## config.mk

```make
export PLATFORM = sky130hd
export DESIGN_NAME = data_receive
export DESIGN_NICKNAME = d
export VERILOG_FILES = /design/src/rtl/rx_pkg.sv /design/src/rtl/byte_assembler.sv /design/src/rtl/data_receive.sv
export SDC_FILE = /design/constraint.sdc
export NUM_CORES = 1
export LEC_CHECK = 0
export ABC_CLOCK_PERIOD_IN_PS = 3430
export BUFFER_PORTS_ARGS = -buffer_cell sky130_fd_sc_hd__buf_2
export CAP_MARGIN = 0
export CORE_ASPECT_RATIO = 1.2
export CORE_MARGIN = 10
export CORE_UTILIZATION = 33
export CTS_BUF_LIST = sky130_fd_sc_hd__clkbuf_16
export DETAILED_ROUTE_END_ITERATION = 6
export GPL_ROUTABILITY_DRIVEN = 0
export PLACE_DENSITY = 0.63
export SLEW_MARGIN = 20
export SYNTH_ARGS = -nofsm -noshare
export SYNTH_HDL_FRONTEND = slang
export SYNTH_SLANG_ARGS = --single-unit
export TNS_END_PERCENT = 50
```

## constraint.sdc

```tcl
create_clock -name clk -period 3.43 [get_ports clk]
set_clock_uncertainty 0.1 [all_clocks]
set_input_delay 0.5145 -clock clk [delete_from_list [all_inputs] [get_ports clk]]
set_output_delay 0.5145 -clock clk [all_outputs]
set_load 0.01 [all_outputs]
```

## src/rtl/rx_pkg.sv

```systemverilog
// Command bytes, receive FSM states and enables bit positions shared by the receive and
// transmit controllers.
package rx_pkg;

    localparam logic [7:0] CmdWriteA = 8'h01;
    localparam logic [7:0] CmdWriteB = 8'h02;
    localparam logic [7:0] CmdRead   = 8'h03;
    localparam logic [7:0] CmdSum    = 8'h04;
    localparam logic [7:0] CmdAvg    = 8'h05;
    localparam logic [7:0] CmdEuc    = 8'h06;
    localparam logic [7:0] CmdMan    = 8'h07;
    localparam logic [7:0] CmdDot    = 8'h08;

    localparam int unsigned NumOps = 6;
    localparam int unsigned EnRead = 0;
    localparam int unsigned EnSum  = 1;
    localparam int unsigned EnAvg  = 2;
    localparam int unsigned EnEuc  = 3;
    localparam int unsigned EnMan  = 4;
    localparam int unsigned EnDot  = 5;

    typedef enum logic [2:0] {
        StIdle,
        StRxLo,
        StRxHi,
        StWrite,
        StOpWait
    } rx_state_e;

    // One-hot start pulse for an operation command; zero for anything else.
    function automatic logic [NumOps-1:0] cmd_to_enable(input logic [7:0] cmd);
        logic [NumOps-1:0] en;
        en = '0;
        case (cmd)
            CmdRead: en[EnRead] = 1'b1;
            CmdSum:  en[EnSum]  = 1'b1;
            CmdAvg:  en[EnAvg]  = 1'b1;
            CmdEuc:  en[EnEuc]  = 1'b1;
            CmdMan:  en[EnMan]  = 1'b1;
            CmdDot:  en[EnDot]  = 1'b1;
            default: en = '0;
        endcase
        return en;
    endfunction

endpackage

```

## src/rtl/byte_assembler.sv

```systemverilog
// Holds the low byte of an element and forms the element word once the high byte arrives.
module byte_assembler #(
    parameter int unsigned DATA_W = 10
) (
    input  logic              clk,
    input  logic              reset,
    input  logic              lo_en,
    input  logic [7:0]        rx_data,
    output logic [DATA_W-1:0] word
);

    logic [7:0] lo_q, lo_d;

    always_comb begin
        lo_d = lo_q;
        if (lo_en) begin
            lo_d = rx_data;
        end
    end

    always_ff @(posedge clk or negedge reset) begin
        if (!reset) begin
            lo_q <= '0;
        end else begin
            lo_q <= lo_d;
        end
    end

    // Current byte is the high half; upper bits beyond DATA_W are discarded.
    assign word = DATA_W'({rx_data, lo_q});

endmodule

```

## src/rtl/data_receive.sv

```systemverilog
// Command decoder and vector loader fed by a UART byte stream.
// Optional macro RX_TIMEOUT_EN adds an inter-byte timeout inside a write frame.
module data_receive
    import rx_pkg::*;
#(
    parameter int unsigned N_ELEMS     = 1024,
    parameter int unsigned DATA_W      = 10,
    parameter int unsigned TIMEOUT_CYC = 10_000_000,
    localparam int unsigned AW         = $clog2(N_ELEMS)
) (
    input  logic              clk,
    input  logic              reset,
    input  logic [7:0]        rx_data,
    input  logic              rx_ready,
    input  logic              op_done,
    output logic              mem_we_a,
    output logic              mem_we_b,
    output logic [AW-1:0]     mem_addr,
    output logic [DATA_W-1:0] mem_wdata,
    output logic [5:0]        enables,
    output logic              busy,
    output logic              err
);

    rx_state_e         state_q, state_d;
    logic              tgt_b_q, tgt_b_d;
    logic [AW-1:0]     addr_q, addr_d;
    logic [DATA_W-1:0] wdata_q, wdata_d;
    logic              we_a_q, we_a_d;
    logic              we_b_q, we_b_d;
    logic [5:0]        en_q, en_d;
    logic              err_q, err_d;
    logic              lo_en;
    logic [DATA_W-1:0] word;

`ifdef RX_TIMEOUT_EN
    localparam int unsigned TW = $clog2(TIMEOUT_CYC + 1);
    logic [TW-1:0] tmo_q, tmo_d;
`endif

    byte_assembler #(
        .DATA_W (DATA_W)
    ) u_byte_assembler (
        .clk     (clk),
        .reset   (reset),
        .lo_en   (lo_en),
        .rx_data (rx_data),
        .word    (word)
    );

    always_comb begin
        state_d = state_q;
        tgt_b_d = tgt_b_q;
        addr_d  = addr_q;
        wdata_d = wdata_q;
        we_a_d  = 1'b0;
        we_b_d  = 1'b0;
        en_d    = '0;
        err_d   = 1'b0;
        lo_en   = 1'b0;

        case (state_q)
            StIdle: begin
                if (rx_ready) begin
                    if (rx_data == CmdWriteA || rx_data == CmdWriteB) begin
                        tgt_b_d = (rx_data == CmdWriteB);
                        addr_d  = '0;
                        state_d = StRxLo;
                    end else if (rx_data >= CmdRead && rx_data <= CmdDot) begin
                        en_d    = cmd_to_enable(rx_data);
                        state_d = StOpWait;
                    end else begin
                        err_d = 1'b1;
                    end
                end
            end
            StRxLo: begin
                if (rx_ready) begin
                    lo_en   = 1'b1;
                    state_d = StRxHi;
                end
            end
            StRxHi: begin
                if (rx_ready) begin
                    wdata_d = word;
                    we_a_d  = !tgt_b_q;
                    we_b_d  = tgt_b_q;
                    state_d = StWrite;
                end
            end
            StWrite: begin
                // The strobe is high for this one cycle; the address moves only afterwards.
                if (addr_q == AW'(N_ELEMS - 1)) begin
                    addr_d  = '0;
                    state_d = StIdle;
                end else begin
                    addr_d  = addr_q + AW'(1);
                    state_d = StRxLo;
                end
            end
            StOpWait: begin
                if (rx_ready) begin
                    err_d = 1'b1;
                end
                if (op_done) begin
                    state_d = StIdle;
                end
            end
            default: state_d = StIdle;
        endcase

`ifdef RX_TIMEOUT_EN
        tmo_d = '0;
        if ((state_q == StRxLo || state_q == StRxHi) && !rx_ready) begin
            if (tmo_q == TW'(TIMEOUT_CYC - 1)) begin
                err_d   = 1'b1;
                addr_d  = '0;
                state_d = StIdle;
            end else begin
                tmo_d = tmo_q + TW'(1);
            end
        end
`endif
    end

    always_ff @(posedge clk or negedge reset) begin
        if (!reset) begin
            state_q <= StIdle;
            tgt_b_q <= 1'b0;
            addr_q  <= '0;
            wdata_q <= '0;
            we_a_q  <= 1'b0;
            we_b_q  <= 1'b0;
            en_q    <= '0;
            err_q   <= 1'b0;
`ifdef RX_TIMEOUT_EN
            tmo_q   <= '0;
`endif
        end else begin
            state_q <= state_d;
            tgt_b_q <= tgt_b_d;
            addr_q  <= addr_d;
            wdata_q <= wdata_d;
            we_a_q  <= we_a_d;
            we_b_q  <= we_b_d;
            en_q    <= en_d;
            err_q   <= err_d;
`ifdef RX_TIMEOUT_EN
            tmo_q   <= tmo_d;
`endif
        end
    end

    assign mem_we_a  = we_a_q;
    assign mem_we_b  = we_b_q;
    assign mem_addr  = addr_q;
    assign mem_wdata = wdata_q;
    assign enables   = en_q;
    assign err       = err_q;
    assign busy      = (state_q != StIdle);

endmodule

```

After elaboration in Yosys (flattened, before gate mapping). Cells that the tools add are included.

Add/sub/neg operators: 1. Order comparisons: 2. Eq/ne operators: 19. Multiplexer cells: 32. Reductions and logical operators: 10.

Operators by type and width (count): == test 8 x 3 -> 1 bit (second input constant) (4); two-way mux 10 bit (3); two-way mux 6 bit (4); one-hot mux 10 bit (2 select lines) (1); two-way mux 3 bit (6); == test 8 x 2 -> 1 bit (second input constant) (2); two-way mux 1 bit (16); one-hot mux 3 bit (5 select lines) (1); adder 10 x 1 -> 10 bit (second input constant) (1); == test 10 bit (second input constant) (1); inequality test 2 bit (second input constant) (5); == test 8 x 1 -> 1 bit (second input constant) (1); == test 8 x 4 -> 1 bit (second input constant) (1); greater-or-equal comparator 8 x 2 -> 1 bit (second input constant) (1); less-or-equal comparator 8 x 4 -> 1 bit (second input constant) (1); == test 3 x 2 -> 1 bit (second input constant) (2); AND reduction 3 bit (2); AND reduction 5 bit (1); == test 3 x 1 -> 1 bit (second input constant) (1); == test 3 bit (second input constant) (1); zero test 3 bit (1); inequality test 3 bit (second input constant) (1); nonzero test 3 bit (1); one-hot mux 1 bit (2 select lines) (1); other kinds (5) (5).

Register bits: 41. Input bits: 12. Output and inout bits: 30. Word-level logic and storage cells: 73.

Longest topological paths before layout.
Depth after elaboration: 6. Gate-level depth with buffers: 6. Depth with buffers taken out: 5.

Hierarchy. A second synthesis with hierarchy kept.

Cells, all modules: 157. Area total of the unflattened synthesis: 1888.1 um^2.

Modules (own cells, without submodules): data_receive (instances 1, cells each 138, area each 1541.5 um^2, sequential area each 825.8 um^2); byte_assembler (instances 1, cells each 19, area each 346.6 um^2, sequential area each 200.2 um^2).

Least setup slack after synthesis. No wires, ideal clock.

Path type: flip-flop to flip-flop. Start: register addr_q[0] (netlist: mem_addr[0]). End: register addr_q[7] (netlist: mem_addr[7]). Library setup time: 82 ps. Arrival: 1500 ps. Data required time: 3248 ps. Path slack: 1748 ps. Stages on the path, launching flop included: 7. Buffers on the path: 1. Period minus slack after synthesis: 1682 ps. Cell sequence: dfrtp_1 -> ha_1 -> and3_2 -> a41oi_4 -> buf_6 -> a41oi_1 -> a31oi_1.

Cells in the longest elaborated chain, start to end: 3. Elaborated cells between the ends (all ways): 4. Classes of those cells: add/sub: 1; eq/ne: 1; mux: 2.

Ends and longest elaborated chain: start: declaration (line data_receive.sv:27) `logic [AW-1:0] addr_q, addr_d;`; start signal: assignment (line data_receive.sv:142) `addr_q <= addr_d;`; adder 10 x 1 -> 10 bit or == test 10 bit (tied branches) (line data_receive.sv:97, data_receive.sv:93); two-way mux 10 bit * (line data_receive.sv:93) `if (addr_q == AW'(N_ELEMS - 1)) begin`; one-hot mux 10 bit (2 select lines) * (line data_receive.sv:62) `case (state_q)`.

Every way passes the cells marked *; elsewhere a longest branch is shown, timed or not. A chain may end at the register's enable or synchronous reset.

Worst setup path after layout.
Start: register state_q[0]. End: register wdata_q[9] (netlist: mem_wdata[9]).

Cells in the longest elaborated chain, start to end: 2.

Ends and longest elaborated chain: start: declaration (line data_receive.sv:25) `rx_state_e state_q, state_d;`; start signal: assignment (line data_receive.sv:128) `state_q <= StIdle;`; start signal: assignment (line data_receive.sv:140) `state_q <= state_d;`; == test 3 x 2 -> 1 bit (line data_receive.sv:62); AND reduction 2 bit (no line); end signal: assignment (line data_receive.sv:143) `wdata_q <= wdata_d;`; end: declaration (line data_receive.sv:28) `logic [DATA_W-1:0] wdata_q, wdata_d;`.

Every way passes these cells.

==> parameters.txt <==
Parameter                              Value

Outcome
  Run status    completed

Worst setup path
  CP max-delay cell    sky130_fd_sc_hd__nor2_1
  Crit path capture type    flop
  R2r startpoint    state_q[0]
  Startpoint types    flop
  CP Cell Sequence    nand2b_1, nor2_1, mux2_2
  Arr. time, crit path    2.16 ns
  Critical path peak fanout    11
  Category of the most critical setup path    reg2reg
  Cell count of the worst reg-to-reg path    3
  CP Data Required Time    3.50 ns
  End of the worst register-to-register path    mem_wdata[9]
  Minimum setup slack among reg-to-reg paths    1.34 ns
  Crit path largest cell delay    0.69 ns

CTS
  Number of buffers created by CTS    5
  Register clock-pin slew on the reported worst setup and hold paths    0.06 ns
  Total of cells resized after clock tree synthesis    0
  CTS sink cnt    41
  Clock tree from TritonCTS    built
  Skew-Pair Late Insertion Delay    0.28 ns
  Count of buffers added by post-CTS timing repair for setup    0
  CTS hold repair buffers    0
  H-tree depth reported by CTS    2
  Clock tree root driver cell    sky130_fd_sc_hd__clkbuf_16
  Clock buffer depth    2

Synth
  Share of the synthesized area in the top cell type    53.4%
  Most frequent cells after synthesis    41 x sky130_fd_sc_hd__dfrtp_1, 11 x sky130_fd_sc_hd__nor2_1, 9 x sky130_fd_sc_hd__mux2_1, 9 x sky130_fd_sc_hd__mux2_2
  Sequential area share after synthesis    53.4%
  Prevailing post-synth register cell    sky130_fd_sc_hd__dfrtp_1
  Biggest area consumer among synthesized cells    sky130_fd_sc_hd__dfrtp_1
  Post-synthesis register bit count    41
  Top-count cell post-synth    sky130_fd_sc_hd__dfrtp_1
  Syn_nets    169
  Post-synth EDFFs    0
  Cells after Synth    156
  Unique cell type count in the Yosys netlist    45
  Syn Area/Cell    12.3 sq um
  Fraction of registers with async set or reset after synthesis    100%
  Largest cells by area after synthesis    sky130_fd_sc_hd__dfrtp_1 53%, sky130_fd_sc_hd__mux2_1 5.3%, sky130_fd_sc_hd__mux2_2 5.3%, sky130_fd_sc_hd__a31oi_1 2.6%, sky130_fd_sc_hd__nor2_1 2.1%
  Mapped cell area    1920 sq um
  YS warnings    0

Timing
  Fraction of the cycle the final worst path needs    61.0%
  Final-report hold violation count    0
  Highest Clock Rate    0.478 GHz
  Fin worst setup slack    1.34 ns
  Setup TNS    0 ns
  Final setup vio count    0
  Unrepaired setup endpoints after global routing    false
  Slew of the pin with the lowest slew margin    0.904 ns
  Final Max Slew Viols    0
  Minimum clock period    2.09 ns
  Headroom to the max-slew limit    39.7%

Final layout
  Count of filler cells inserted in the layout    558
  Layout cells sized above 1    35.4%
  Area taken by flip-flops and latches    1030 sq um
  Antenna cells    0
  Area added between synthesis and finish    22.3%
  Final Net Count    210
  Multi-input combinational cell area    820 sq um

Routing
  First-pass iteration count of the detailed router    4
  Starting DRT DRC Count    106
  Post-detailed-route wirelength per cell    15.3 um
  Antenna-violating nets left    0
  Number of vias in the routed layout    1339
  Per-cell via count in the routed design    4.82
  Final routed DRC violation total    0
  Final WL    4260 um

Global routing
  GRT Util Overall    9.86%
  Pin count of the biggest net entering global routing    42
  Number of antenna violations at the first check in global routing    0
  Vias in the first global route    1406
  Remaining Overflow, GRT    0
  First-pass GRT wire length    7170 um

Worst hold path
  Path category of the worst min-delay check    in2async

Run
  Max-cap check violation count    0

Pwr
  PwrDens    821 nW/um^2
  Portion of total power attributed to combinational logic    27.2%
  Overall power consumption    0.00193 W
  Leak Pwr    1.10 nW
  Relative contribution of sequential cells to total power    41.7%
  Switch Pwr    0.000603 W
  Part of the total power dissipated in the clock network    31.0%
  Switching share of power    31.2%
  Worst ir drop on vdd    0.000446 V
  Cell-internal power    0.00133 W

Floorplanning
  Initial standard-cell utilization of the core    33.9%
  Std-Cell Rows    30
  Total Die Area    9290 sq um
  Die height    104 um
  Horiz. Die Dim    89.7 um
  Standard cell core area    5670 sq um
  Ports placed on the boundary    42

Placed design
  Port Buffers    41
  Sum of net half-perimeters after detailed placement    3120 um
  Setup WS pre-CTS    1.25 ns
==> cell usage in the layout (no fill, tap or decap), types with 2 or more instances in the layout <==
master                      netlist  final
sky130_fd_sc_hd__dfrtp_1         41     41
sky130_fd_sc_hd__buf_2            1     41
sky130_fd_sc_hd__nor2_1          11     11
sky130_fd_sc_hd__mux2_1           9      9
sky130_fd_sc_hd__mux2_2           9      9
sky130_fd_sc_hd__a21oi_1          8      8
sky130_fd_sc_hd__a31oi_1          8      8
sky130_fd_sc_hd__nand2_1          7      7
sky130_fd_sc_hd__nor3_1           5      5
sky130_fd_sc_hd__nand2b_1         5      5
sky130_fd_sc_hd__o21ai_0          5      5
sky130_fd_sc_hd__clkbuf_16        0      5
sky130_fd_sc_hd__xor2_1           4      4
sky130_fd_sc_hd__inv_1            3      3
sky130_fd_sc_hd__nand4_1          3      3
sky130_fd_sc_hd__nor3b_1          2      2
sky130_fd_sc_hd__nand3_1          2      2
sky130_fd_sc_hd__and3_1           2      2
sky130_fd_sc_hd__and3_2           2      2
sky130_fd_sc_hd__bufinv_16        0      2
==> power groups by stage <==
stage,combinational (W),sequential (W),clock (W)
5_1_grt,0.000590,0.000839,0.000639
3_5_place_dp,0.000543,0.000815,0
3_3_place_gp,0.000529,0.000811,0
6_report,0.000526,0.000806,0.000600
4_1_cts,0.000546,0.000809,0.000614
2_1_floorplan,0.000325,0.000827,0
==> how the worst max path moves through the flow <==
stage	from	endpoint	slack (ns)	cells after the start
2_1_floorplan	mem_addr[0]	mem_addr[7]	1.75	6
3_3_place_gp	rx_ready	mem_wdata[9]	1.29	4
3_5_place_dp	rx_ready	mem_wdata[9]	1.25	4
4_1_cts	state_q[0]	mem_wdata[8]	1.28	3
5_1_grt	state_q[0]	mem_wdata[8]	1.13	3
6_report	state_q[0]	mem_wdata[9]	1.34	3
==> metal layers <==
layer	part of all wire [%]	track usage, %	wire length [um]	vias to the layer above
li1	-	-	-	646
met4	0.85	3.42	36	0
met1	41	11.5	1750	649
met2	51	16.1	2160	39
met3	7.4	3.29	314	5
met5	0	0	0	-
==> flip-flops by register name, summed over array words and instances, names as in the netlist <==
register / cells
mem_we_a: 1
state_q: 3
tgt_b_q: 1
mem_addr: 10
enables: 6
mem_wdata: 10
mem_we_b: 1
err: 1
u_byte_assembler.lo_q: 8
==> critical path, delay by kind of cell (launching register included) <==
| kind | cells | cell delay [ns] |
|---|---|---|
| mux | 1 | 0.41 |
| flops | 1 | 0.52 |
| simple gates | 2 | 0.94 |
==> final cells by class <==
cell class	instances	area share (%)
Clock inverter	3	2.77
Tap cell	80	4.26
Sequential cell	41	43.6
Clock buffer	5	5.32
Multi-Input combinational cell	105	34.8
Inverter	3	0.479
Timing Repair Buffer	41	8.72
==> stage by stage <==
step / util [%] / hold slack [ns] / area, sq um / std cells
after detailed placement: 38.1 / 0.371 / 2160 / 270
after global routing: 41.5 / 0.342 / 2350 / 278
after floorplan: - / 0.119 / 1920 / 156
after CTS: 41.5 / 0.306 / 2350 / 278
after global placement: 38.1 / 0.366 / 2160 / 270
final: 41.5 / 0.261 / 2350 / 278
==> logic make-up after synthesis <==
kind of cell             synth area share, %
AND/OR/NAND/NOR                         18.0
flip-flops                              53.4
AO/OA/AOI/OAI                           11.6
multiplexers                            10.5
buffers and inverters                   4.03
XOR/XNOR                                1.82
adder cells (fa/ha/maj)                0.651
Note: power is estimated with default switching activity, not from simulation.
